===== config.mk =====
export PLATFORM = sky130hd
export DESIGN_NAME = fetch_stage
export DESIGN_NICKNAME = d
export VERILOG_FILES = /design/src/rtl/mips_pkg.sv /design/src/rtl/if_id_reg.sv /design/src/rtl/fetch_stage.sv
export SDC_FILE = /design/constraint.sdc
export NUM_CORES = 1
export LEC_CHECK = 0
export ABC_AREA = 1
export CAP_MARGIN = 0
export CORE_MARGIN = 8
export CORE_UTILIZATION = 69
export DETAILED_ROUTE_END_ITERATION = 7
export DONT_BUFFER_PORTS = 1
export GPL_ROUTABILITY_DRIVEN = 0
export HOLD_SLACK_MARGIN = 0.1
export PLACE_DENSITY = 0.84
export SYNTH_ARGS = -nofsm -noshare
export SYNTH_HDL_FRONTEND = slang
export SYNTH_SLANG_ARGS = --single-unit

===== constraint.sdc =====
create_clock -name clk -period 3 [get_ports clk]
set_clock_uncertainty 0.2 [all_clocks]
set_input_delay 0.3 -clock clk [delete_from_list [all_inputs] [get_ports clk]]
set_output_delay 0.3 -clock clk [all_outputs]
set_load 0.02 [all_outputs]

===== src/rtl/mips_pkg.sv =====
// mips_pkg: shared constants and types for the MIPS pipeline front end.
//   RESET_PC / NOP_INSTR : default reset PC and bubble instruction
//   OP_*/FUNCT_*         : decode field positions used by the control unit
//   JIDX_W               : width of the J-type instruction index
//   fetch_state_t        : fetch FSM states
//   jump_target()        : {PC+4[31:28], index, 2'b00}
package mips_pkg;

   localparam logic [31:0] RESET_PC  = 32'h0000_0000;
   localparam logic [31:0] NOP_INSTR = 32'h0000_0000;

   localparam int unsigned OP_MSB    = 31;
   localparam int unsigned OP_LSB    = 26;
   localparam int unsigned FUNCT_MSB = 5;
   localparam int unsigned FUNCT_LSB = 0;
   localparam int unsigned JIDX_W    = 26;

   typedef enum logic [1:0] {
      S_RESET,
      S_REQ,
      S_HOLD
   } fetch_state_t;

   function automatic logic [31:0] jump_target(input logic [3:0]        pc4_hi,
                                                input logic [JIDX_W-1:0] idx);
      return {pc4_hi, idx, 2'b00};
   endfunction

endpackage


===== src/rtl/if_id_reg.sv =====
// if_id_reg: IF/ID pipeline register.
//   i_clk, i_rst_n     : clock, asynchronous active-low reset
//   i_load             : capture i_instr / i_pc4 as a valid instruction
//   i_bubble           : replace instruction with NOP, clear valid, keep PC+4
//   (neither asserted) : hold current contents
//   o_instr, o_pc4, o_valid : register contents
module if_id_reg
   import mips_pkg::*;
#(
   parameter logic [31:0] NOP_INSTR = mips_pkg::NOP_INSTR
) (
   input  logic        i_clk,
   input  logic        i_rst_n,
   input  logic        i_load,
   input  logic        i_bubble,
   input  logic [31:0] i_instr,
   input  logic [31:0] i_pc4,
   output logic [31:0] o_instr,
   output logic [31:0] o_pc4,
   output logic        o_valid
);

   logic [31:0] r_instr;
   logic [31:0] r_pc4;
   logic        r_valid;

   always_ff @(posedge i_clk or negedge i_rst_n) begin
      if (!i_rst_n) begin
         r_instr <= NOP_INSTR;
         r_pc4   <= '0;
         r_valid <= 1'b0;
      end else if (i_bubble) begin
         r_instr <= NOP_INSTR;
         r_valid <= 1'b0;
      end else if (i_load) begin
         r_instr <= i_instr;
         r_pc4   <= i_pc4;
         r_valid <= 1'b1;
      end
   end

   assign o_instr = r_instr;
   assign o_pc4   = r_pc4;
   assign o_valid = r_valid;

endmodule


===== src/rtl/fetch_stage.sv =====
// fetch_stage: IF stage and IF/ID register of the 5-stage MIPS pipeline.
//   clk, reset            : clock, asynchronous active-low reset
//   imem_req/addr         : instruction fetch request (addr stable until ready)
//   imem_ready/rdata      : fetch response, same-cycle ready allowed
//   StallD                : hold IF/ID and block new requests
//   JumpD, PCSrcD         : redirect from decode (jump wins), PCBranchD target
//   InstrD/PCPlus4D/ValidD: IF/ID contents
module fetch_stage
   import mips_pkg::*;
#(
   parameter logic [31:0] RESET_PC  = mips_pkg::RESET_PC,
   parameter logic [31:0] NOP_INSTR = mips_pkg::NOP_INSTR
) (
   input  logic        clk,
   input  logic        reset,
   output logic        imem_req,
   output logic [31:0] imem_addr,
   input  logic        imem_ready,
   input  logic [31:0] imem_rdata,
   input  logic        StallD,
   input  logic        JumpD,
   input  logic        PCSrcD,
   input  logic [31:0] PCBranchD,
   output logic [31:0] InstrD,
   output logic [31:0] PCPlus4D,
   output logic        ValidD
);

   fetch_state_t r_state;
   logic [31:0]  r_pcf;
   logic [31:0]  r_req_addr;
   logic         r_kill;
   logic [31:0]  r_buf_instr;
   logic [31:0]  r_buf_pc4;

   logic         w_redirect;
   logic [31:0]  w_target;
   logic [31:0]  w_next_addr;
   logic         w_req;
   logic         w_load;
   logic         w_bubble;
   logic [31:0]  w_ld_instr;
   logic [31:0]  w_ld_pc4;

   always_comb begin
      w_redirect  = !StallD && (JumpD || PCSrcD);
      w_target    = JumpD ? jump_target(PCPlus4D[31:28], InstrD[JIDX_W-1:0])
                          : (PCBranchD & 32'hFFFF_FFFC);
      w_next_addr = r_req_addr + 32'd4;
      w_req       = (r_state == S_REQ);

      w_load     = 1'b0;
      w_bubble   = 1'b0;
      w_ld_instr = imem_rdata;
      w_ld_pc4   = w_next_addr;

      if (w_redirect) begin
         w_bubble = 1'b1;
      end else begin
         case (r_state)
            S_REQ: begin
               // a missing or squashed response leaves decode empty unless it is stalled
               if (!imem_ready || r_kill) w_bubble = !StallD;
               else                       w_load   = !StallD;
            end
            S_HOLD: begin
               if (!StallD) begin
                  w_load     = 1'b1;
                  w_ld_instr = r_buf_instr;
                  w_ld_pc4   = r_buf_pc4;
               end
            end
            default: ;
         endcase
      end
   end

   always_ff @(posedge clk or negedge reset) begin
      if (!reset) begin
         r_state     <= S_RESET;
         r_pcf       <= RESET_PC;
         r_req_addr  <= RESET_PC;
         r_kill      <= 1'b0;
         r_buf_instr <= '0;
         r_buf_pc4   <= '0;
      end else if (w_redirect) begin
         r_pcf       <= w_target;
         r_buf_instr <= '0;
         r_buf_pc4   <= '0;
         r_state     <= S_REQ;
         // an unanswered request must keep its address; its response is discarded later
         if (w_req && !imem_ready) begin
            r_kill <= 1'b1;
         end else begin
            r_kill     <= 1'b0;
            r_req_addr <= w_target;
         end
      end else begin
         case (r_state)
            S_RESET: begin
               r_state    <= S_REQ;
               r_req_addr <= r_pcf;
            end
            S_REQ: begin
               if (imem_ready) begin
                  if (r_kill) begin
                     r_kill     <= 1'b0;
                     r_req_addr <= r_pcf;
                  end else begin
                     r_pcf <= w_next_addr;
                     if (StallD) begin
                        r_buf_instr <= imem_rdata;
                        r_buf_pc4   <= w_next_addr;
                        r_state     <= S_HOLD;
                     end else begin
                        r_req_addr <= w_next_addr;
                     end
                  end
               end
            end
            S_HOLD: begin
               if (!StallD) begin
                  r_req_addr <= r_pcf;
                  r_state    <= S_REQ;
               end
            end
            default: r_state <= S_RESET;
         endcase
      end
   end

   assign imem_req  = w_req;
   assign imem_addr = r_req_addr;

   if_id_reg #(
      .NOP_INSTR (NOP_INSTR)
   ) u_if_id (
      .i_clk    (clk),
      .i_rst_n  (reset),
      .i_load   (w_load),
      .i_bubble (w_bubble),
      .i_instr  (w_ld_instr),
      .i_pc4    (w_ld_pc4),
      .o_instr  (InstrD),
      .o_pc4    (PCPlus4D),
      .o_valid  (ValidD)
   );

endmodule


=== Word level (Yosys, flattened, before mapping) ===
Cells that the tools add are included.

* Register bits: 196
* Word-level logic and storage cells: 83
* Bits of input ports: 70
* Output and inout port bits: 98

* Bitwise logic cells: 1
* Equal/unequal tests: 9
* Reductions and logical operators: 16
* Add/subtract/negate cells: 1
* Mux-type cells: 47

{| class="wikitable"
|+ Operator list
! operator !! number
|-
| two-way mux 32 bit || 27
|-
| one-hot mux 32 bit (3 select lines) || 1
|-
| adder 32 x 3 -> 32 bit, second input constant || 1
|-
| two-way mux 1 bit || 12
|-
| inequality test 3 bit, second input constant || 4
|-
| two-way mux 2 bit || 5
|-
| one-hot mux 2 bit (3 select lines) || 1
|-
| nonzero test 2 bit || 3
|-
| AND reduction 5 bit || 1
|-
| inequality test 4 bit, second input constant || 1
|-
| AND reduction 2 bit || 2
|-
| AND reduction 4 bit || 1
|-
| nonzero test 4 bit || 1
|-
| AND reduction 3 bit || 1
|-
| equality test 2 x 1 -> 1 bit, second input constant || 1
|-
| equality test 2 bit, second input constant || 1
|-
| logical AND 1 bit || 2
|-
| zero test 1 bit || 2
|-
| zero test 2 bit || 1
|-
| logical OR 1 bit || 2
|-
| inequality test 2 x 1 -> 1 bit, second input constant || 1
|-
| inequality test 2 bit, second input constant || 1
|-
| one-hot mux 1 bit (2 select lines) || 1
|-
| NOT 1 bit || 1
|}

=== Longest topological paths before layout ===
Gate-level depths: netlist of run 1.

* Depth after elaboration: 7
* Depth in mapped cells: 12
* Mapped depth without buffers: 12

=== Cells and area by module ===
Synthesis of run 1 repeated with hierarchy kept, for this count alone.

* Cell total of the unflattened synthesis: 1,615
* Area, all modules: 11,283.3 um2

{| class="wikitable"
|+ Modules (own cells, without submodules)
! module !! seq. area each (um2) !! times used !! area an instance (um2) !! cells each
|-
| fetch_stage || 3,278.1 || 1 || 8,738.4 || 1,333
|-
| if_id_reg || 1,626.6 || 1 || 2,544.9 || 282
|}

=== Worst setup path before layout of run 1 ===
Ideal clock, no wire load.

* Path type: register -> register
* Start point: register r_state[1]
* End point: register u_if_id.r_pc4[3] (netlist: u_if_id.o_pc4[3])
* Period minus slack after synthesis: 2.172 ns
* Path slack: 0.828 ns
* Cell stages (with the launch flop): 12
* Required time: 2.676 ns
* Setup time: 0.124 ns
* Buffers on the path: 2
* Arrival: 1.848 ns
* Cells stage by stage: dfrtp_1 -> inv_1 -> ha_1 -> nand2_1 -> o21bai_2 -> nand4_4 -> nor2_2 -> inv_2 -> buf_4 -> buf_6 -> nand2_1 -> o31ai_1

* Word-level cells in the longest chain between the ends: 5
* Elaborated cells between the ends (all ways): 10
* Classes of those cells: eq/ne (2); mux (6); bitwise (1); reduce/logical (1)

{| class="wikitable"
|+ RTL lines
! element !! line !! RTL
|-
| start, declared || fetch_stage.sv:29 || <nowiki>fetch_state_t r_state;</nowiki>
|-
| start signal, assigned || fetch_stage.sv:80 || <nowiki>r_state <= S_RESET;</nowiki>
|-
| start signal, assigned || fetch_stage.sv:90 || <nowiki>r_state <= S_REQ;</nowiki>
|-
| start signal, assigned || fetch_stage.sv:101 || <nowiki>r_state <= S_REQ;</nowiki>
|-
| equality test 2 x 1 -> 1 bit (*) || - ||
|-
| named net imem_req || fetch_stage.sv:16 || <nowiki>output logic imem_req,</nowiki>
|-
| two-way mux 1 bit || fetch_stage.sv:60 || <nowiki>case (r_state)</nowiki>
|-
| two-way mux 1 bit || fetch_stage.sv:57 || <nowiki>if (w_redirect) begin</nowiki>
|-
| NOT 1 bit (no source line) || - ||
|-
| AND reduction 2 bit (no source line) (*) || - ||
|-
| end signal, assigned || if_id_reg.sv:37 || <nowiki>r_pc4 <= i_pc4;</nowiki>
|-
| end, declared || if_id_reg.sv:24 || <nowiki>logic [31:0] r_pc4;</nowiki>
|}

The timed path passes the listed nets; every way through them passes the cells marked *.
A chain may end at the register's enable or synchronous reset.

=== Worst setup path in the final report of run 1 ===
* Start point: register r_state[1]
* End point: register r_pcf[20]

* Word-level cells in the longest chain between the ends: 3

{| class="wikitable"
|+ RTL lines
! element !! line !! RTL
|-
| equality test 2 x 1 -> 1 bit || fetch_stage.sv:99 || <nowiki>case (r_state)</nowiki>
|-
| nonzero test 2 bit (no source line) || - ||
|-
| AND reduction 3 bit (no source line) || - ||
|-
| end signal, assigned || fetch_stage.sv:87 || <nowiki>r_pcf <= w_target;</nowiki>
|-
| end signal, assigned || fetch_stage.sv:110 || <nowiki>r_pcf <= w_next_addr;</nowiki>
|-
| end, declared || fetch_stage.sv:30 || <nowiki>logic [31:0] r_pcf;</nowiki>
|}

Every way passes these cells.

==> results of run 1 <==
synth_stat cells, drive strengths merged (3+ instances only):
master   number  area share
a21boi       15       0.010
dfrtp       196        0.45
xor2          7      0.0056
xnor2         4      0.0032
a22o          7      0.0056
nand3        80       0.037
a2bb2oi       3      0.0024
or2          20       0.011
and2          3      0.0017
clkbuf       35       0.012
a31oi        22       0.013
inv         145       0.050
a21oi        54       0.026
buf          49       0.028
o22ai        47       0.027
o21ai       169       0.079
o22a          3      0.0024
o211ai        6      0.0041
nor2        106       0.040
nand2       425        0.15
mux2         30       0.031
ha            5      0.0057
per-layer routing:
metal	global-route usage	vias to the layer above	part of all wire
li1	-	4763	-
met4	0.157	2	0.041
met1	0.426	4850	0.38
met2	0.519	594	0.46
met3	0.101	105	0.12
met5	0	-	0.00039
report_power, final:
part	switching (W)	leakage, nW	internal, W	total (W)
registers	0.00145	2.53	0.00351	0.00496
clock network	0.00104	0.270	0.00126	0.00229
logic	0.00272	3.00	0.00152	0.00424
layout make-up:
| type | instances | area, sq um |
|---|---|---|
| tap | 216 | 270 |
| antenna | 1 | 2.50 |
| clock buffer | 21 | 450 |
| sequential | 196 | 4900 |
| fill | 1103 | 3350 |
| timing repair buffer | 95 | 978 |
| multi-input combinational | 1015 | 5030 |
| clock inverter | 11 | 126 |
| inverter | 146 | 551 |
flip-flops by register name (all words and copies together), names as in the netlist:
register and count:
u_if_id.o_valid 1, r_state 2, r_kill 1, r_buf_pc4 32, r_buf_instr 32, r_pcf 32, u_if_id.o_instr 32, imem_addr 32
u_if_id.o_pc4 32
worst max-delay path, stage by stage (launching register included):
cell and delay [ns]:
dfrtp_1 0.40, inv_1 0.12, ha_1 0.26, nand2_1 0.13
nor2_1 0.27, nor2_4 0.07, inv_2 0.56, buf_4 0.37
nor2_1 0.06, a31oi_1 0.15
stage by stage:
stage                     cell area (sq um)  hold WS [ns]   util
after global routing                  12300        -0.662  0.786
after global placement                11000        -0.188  0.701
after floorplan                       10900        -0.196      -
final                                 12300        -0.643  0.786
after CTS                             12300        -0.653  0.786
after detailed placement              11000        -0.190  0.701
kinds of logic after synthesis:
| kind of cell | synth area share |
|---|---|
| mux | 0.0319 |
| simple gates | 0.240 |
| compound gates | 0.173 |
| buf+inv | 0.0900 |
| xor+xnor | 0.00883 |
| flops | 0.450 |
| fa+ha+maj | 0.00574 |
cells in the final DEF (no fill, tap or decap), types with 17 or more instances in the layout:
cell,netlist,final
a21oi_1,51,51
nand2_1,424,423
nand3_1,79,79
o21ai_0,112,112
clkbuf_16,0,17
mux2_2,30,30
dfrtp_1,196,196
o22ai_1,47,47
dlygate4sd3_1,0,73
o21ai_1,56,56
a31oi_1,22,22
inv_1,139,139
nor2_1,98,97
or2_2,17,17
worst paths after layout:
path,from,end,slack [ns],cells after the start
max,r_state[1],r_pcf[20],0.32,9
min,reset,r_buf_instr[27],-0.64,0
max reg2reg,r_state[1],r_pcf[20],0.32,9
min reg2reg,r_buf_pc4[15],r_buf_pc4[15],0.28,2
max in group asynchronous,reset,r_buf_instr[31],2.66,0
min in group clk,PCBranchD[21],r_pcf[21],0.11,3
==> results.cfg, run 1 <==
[place]
dp.cells = 1594
post-place-ws_ns = 0.414
place_hpwl_mm = 21.1
port_buffers = 0

[timing]
finalSetupViolCount = 0
worstMarginPinSlew_ns = 0.882
finalCritPeriodShare = 0.893
slew_violations = 0
fmax_mhz = 373
hold_slack_ns = -0.643
maxSlewHeadroom = 0.410
setup_tns_ns = 0
grt_setup_unrepaired = no
timing.final.ws_setup_ns = 0.320
finalHoldViolCount = 196
finalCriticalPeriod_ns = 2.68

[yosys]
async_reset_ff_frac = 1.00
synth_warnings = 0
synth_cell_types = 45
yosys_register_bits = 196
synthCells = 1441
syn_nets = 1516
postSynthAreaPerCell_sq_um = 7.57
synth_area_sq_mm = 0.0109
synth_seq_area_share = 0.450
synth_edf_count = 0
synth_ff_type = dfrtp_1

[route]
vias = 10300
drt-total-wl_mm = 33.3
wl_per_cell_microns = 19.6
drt_iter0_drc = 1152
viasPerCell = 6.06
drc = 0
ant_nets = 0
drt_first_pass_iters = 6

[setup_path]
worst_ep_required_time_ns = 3.15
worstSetupEndpointType = flip-flop
crit_path_max_fanout = 34
worstSetupPathType = reg2reg
crit_arrival_ns = 2.83
start_kind = flip-flop

[floorplanning]
pin_count = 168
die_w_microns = 142
die_area_sq_mm = 0.0201
start_util = 0.697
die_h_microns = 142
fp-row-count = 46
core_sq_mm = 0.0157

[global_routing]
grt_pass1_wl_mm = 52.9
grt_pass1_vias = 9801
grt_max_degree = 197
overflow = 0
antenna_found_initial = 2
grtUsageTotal = 0.336

[clocking]
clock_path_buffers = 2
path_clk_slew_ns = 0.07
cts_tree = built
ctsRootBufferMaster = clkbuf_16
cts_buffers = 17
cts_hold_buf = 74
cts-htree-levels = 4
cts_resized = 0
cts_sinks = 196
clk_latency_ns = 0.44
cts_setup_buffers = 0

[pwr]
max-vdd-ir-drop_mv = 0.558
static-leakage-power_nw = 5.81
p_per_area_mw_per_mm2 = 934
finalPower_w = 0.0115

[final_layout]
syn2layout_area_growth_pct = 12.8
finalNonFillerCells = 1701
nets = 1546
drive_above_1_share = 0.0829

[flow_run]
maxCapViolations = 0

[min_path]
hold_path.class = in2async

[status]
violations = negative hold slack
status = finished, violations left
Power figures use the tool's default switching activity.
==> inputs of run 2 (changes only) <==
Settings changed: CORE_UTILIZATION 69 to 55, PLACE_DENSITY 0.84 to 0.69.
==> results.cfg, run 2 (same netlist as run 1, synthesis figures left out) <==
[status]
status = finished, violations left
violations = negative hold slack

[route]
vias = 10000
wl_per_cell_microns = 19.0
drt-total-wl_mm = 33.4
ant_nets = 0
viasPerCell = 5.71
drt_iter0_drc = 972
drt_first_pass_iters = 7
drc = 0

[final_layout]
nets = 1550
final_common_cell = nand2_1
seqCellArea_sq_mm = 0.00490
layout_common_cells = nand2_1, dfrtp_1, inv_1
drive_above_1_share = 0.0833
fillerInstances = 1738
diodes = 0
multiInputGateArea_sq_mm = 0.00503
syn2layout_area_growth_pct = 13.9

[clocking]
cts_buffers = 17
clock_path_buffers = 2
path_clk_slew_ns = 0.07
cts-htree-levels = 4
cts_sinks = 196
cts_resized = 0
cts_tree = built
clk_latency_ns = 0.44
cts_setup_buffers = 0
ctsRootBufferMaster = clkbuf_16
cts_hold_buf = 79

[pwr]
max-vdd-ir-drop_mv = 0.447
p_per_area_mw_per_mm2 = 935
static-leakage-power_nw = 5.84

[floorplanning]
die_h_microns = 157
pin_count = 168
fp-row-count = 51
core_sq_mm = 0.0195
start_util = 0.560
die_w_microns = 157
die_area_sq_mm = 0.0246

[timing]
finalHoldViolCount = 196
finalCritPeriodShare = 0.945
fmax_mhz = 353
hold_slack_ns = -0.638
timing.final.ws_setup_ns = 0.165
grt_setup_unrepaired = no
finalSetupViolCount = 0
setup_tns_ns = 0
finalCriticalPeriod_ns = 2.84
slew_violations = 0
worstMarginPinSlew_ns = 1.05
maxSlewHeadroom = 0.295

[setup_path]
worstSetupEndpointType = flip-flop
reg2reg_depth = 7
worst_ep_required_time_ns = 3.11
crit_path_max_fanout = 20
start_kind = flip-flop
worstSetupPathType = reg2reg
crit_arrival_ns = 2.95

[place]
port_buffers = 0
post-place-ws_ns = 0.205
place_hpwl_mm = 21.6

[min_path]
hold_path.class = in2async

[global_routing]
grtUsageTotal = 0.275
antenna_found_initial = 0
grt_pass1_wl_mm = 53.0
grt_max_degree = 197
grt_pass1_vias = 9452
overflow = 0

[flow_run]
maxCapViolations = 0
==> run 2: layout make-up <==
type,count,area share
Clock inverter,11,0.0121
Sequential cell,196,0.395
Clock buffer,21,0.0371
Timing Repair Buffer,99,0.0802
Tap cell,265,0.0267
Inverter,146,0.0443
Multi-Input combinational cell,1015,0.405
==> run 2: final timing paths <==
| kind | startpoint | to | slack (ns) |
|---|---|---|---|
| hold / removal | reset | u_if_id.o_pc4[1] | -0.64 |
| max in group asynchronous | reset | imem_addr[20] | 2.95 |
| hold reg to reg | r_pcf[9] | r_pcf[9] | 0.29 |
| setup reg to reg | r_state[1] | r_buf_pc4[6] | 0.16 |
| min in group clk | JumpD | r_pcf[21] | 0.12 |
| setup / recovery | r_state[1] | r_buf_pc4[6] | 0.16 |
==> run 2: report_power, final <==
group	total (W)	switching (W)	internal [W]
Clock	0.00241	0.00104	0.00136
Sequential	0.00495	0.00143	0.00351
Combinational	0.00426	0.00271	0.00155
==> run 2: critical path, cell delays in order (launching register included) <==
cell and delay, ns:
dfrtp_1 0.38, inv_1 0.09, ha_1 0.31, nand2_1 0.18
nor2_1 0.10, nand2_2 0.40, clkinv_1 0.64, a22o_1 0.41
==> run 2: metal layers <==
metal	vias to the layer above	share of wire	track usage
met3	53	0.094	0.0629
met5	-	0	0
met4	0	0.026	0.0906
met1	4753	0.42	0.375
met2	436	0.46	0.426
li1	4767	-	-
==> run 2: stage by stage <==
| step | hold WS, ns | util | std cells | total power (W) | area [sq um] |
|---|---|---|---|---|---|
| 6_report | -0.638 | 0.638 | 1753 | 0.0116 | 12400 |
| 5_1_grt | -0.654 | 0.638 | 1753 | 0.0124 | 12400 |
| 4_1_cts | -0.645 | 0.638 | 1753 | 0.0116 | 12400 |
| 3_5_place_dp | -0.184 | 0.565 | 1642 | 0.00901 | 11000 |
| 3_3_place_gp | -0.184 | 0.565 | 1642 | 0.00889 | 11000 |
| 2_1_floorplan | -0.196 | - | 1441 | 0.00778 | 10900 |
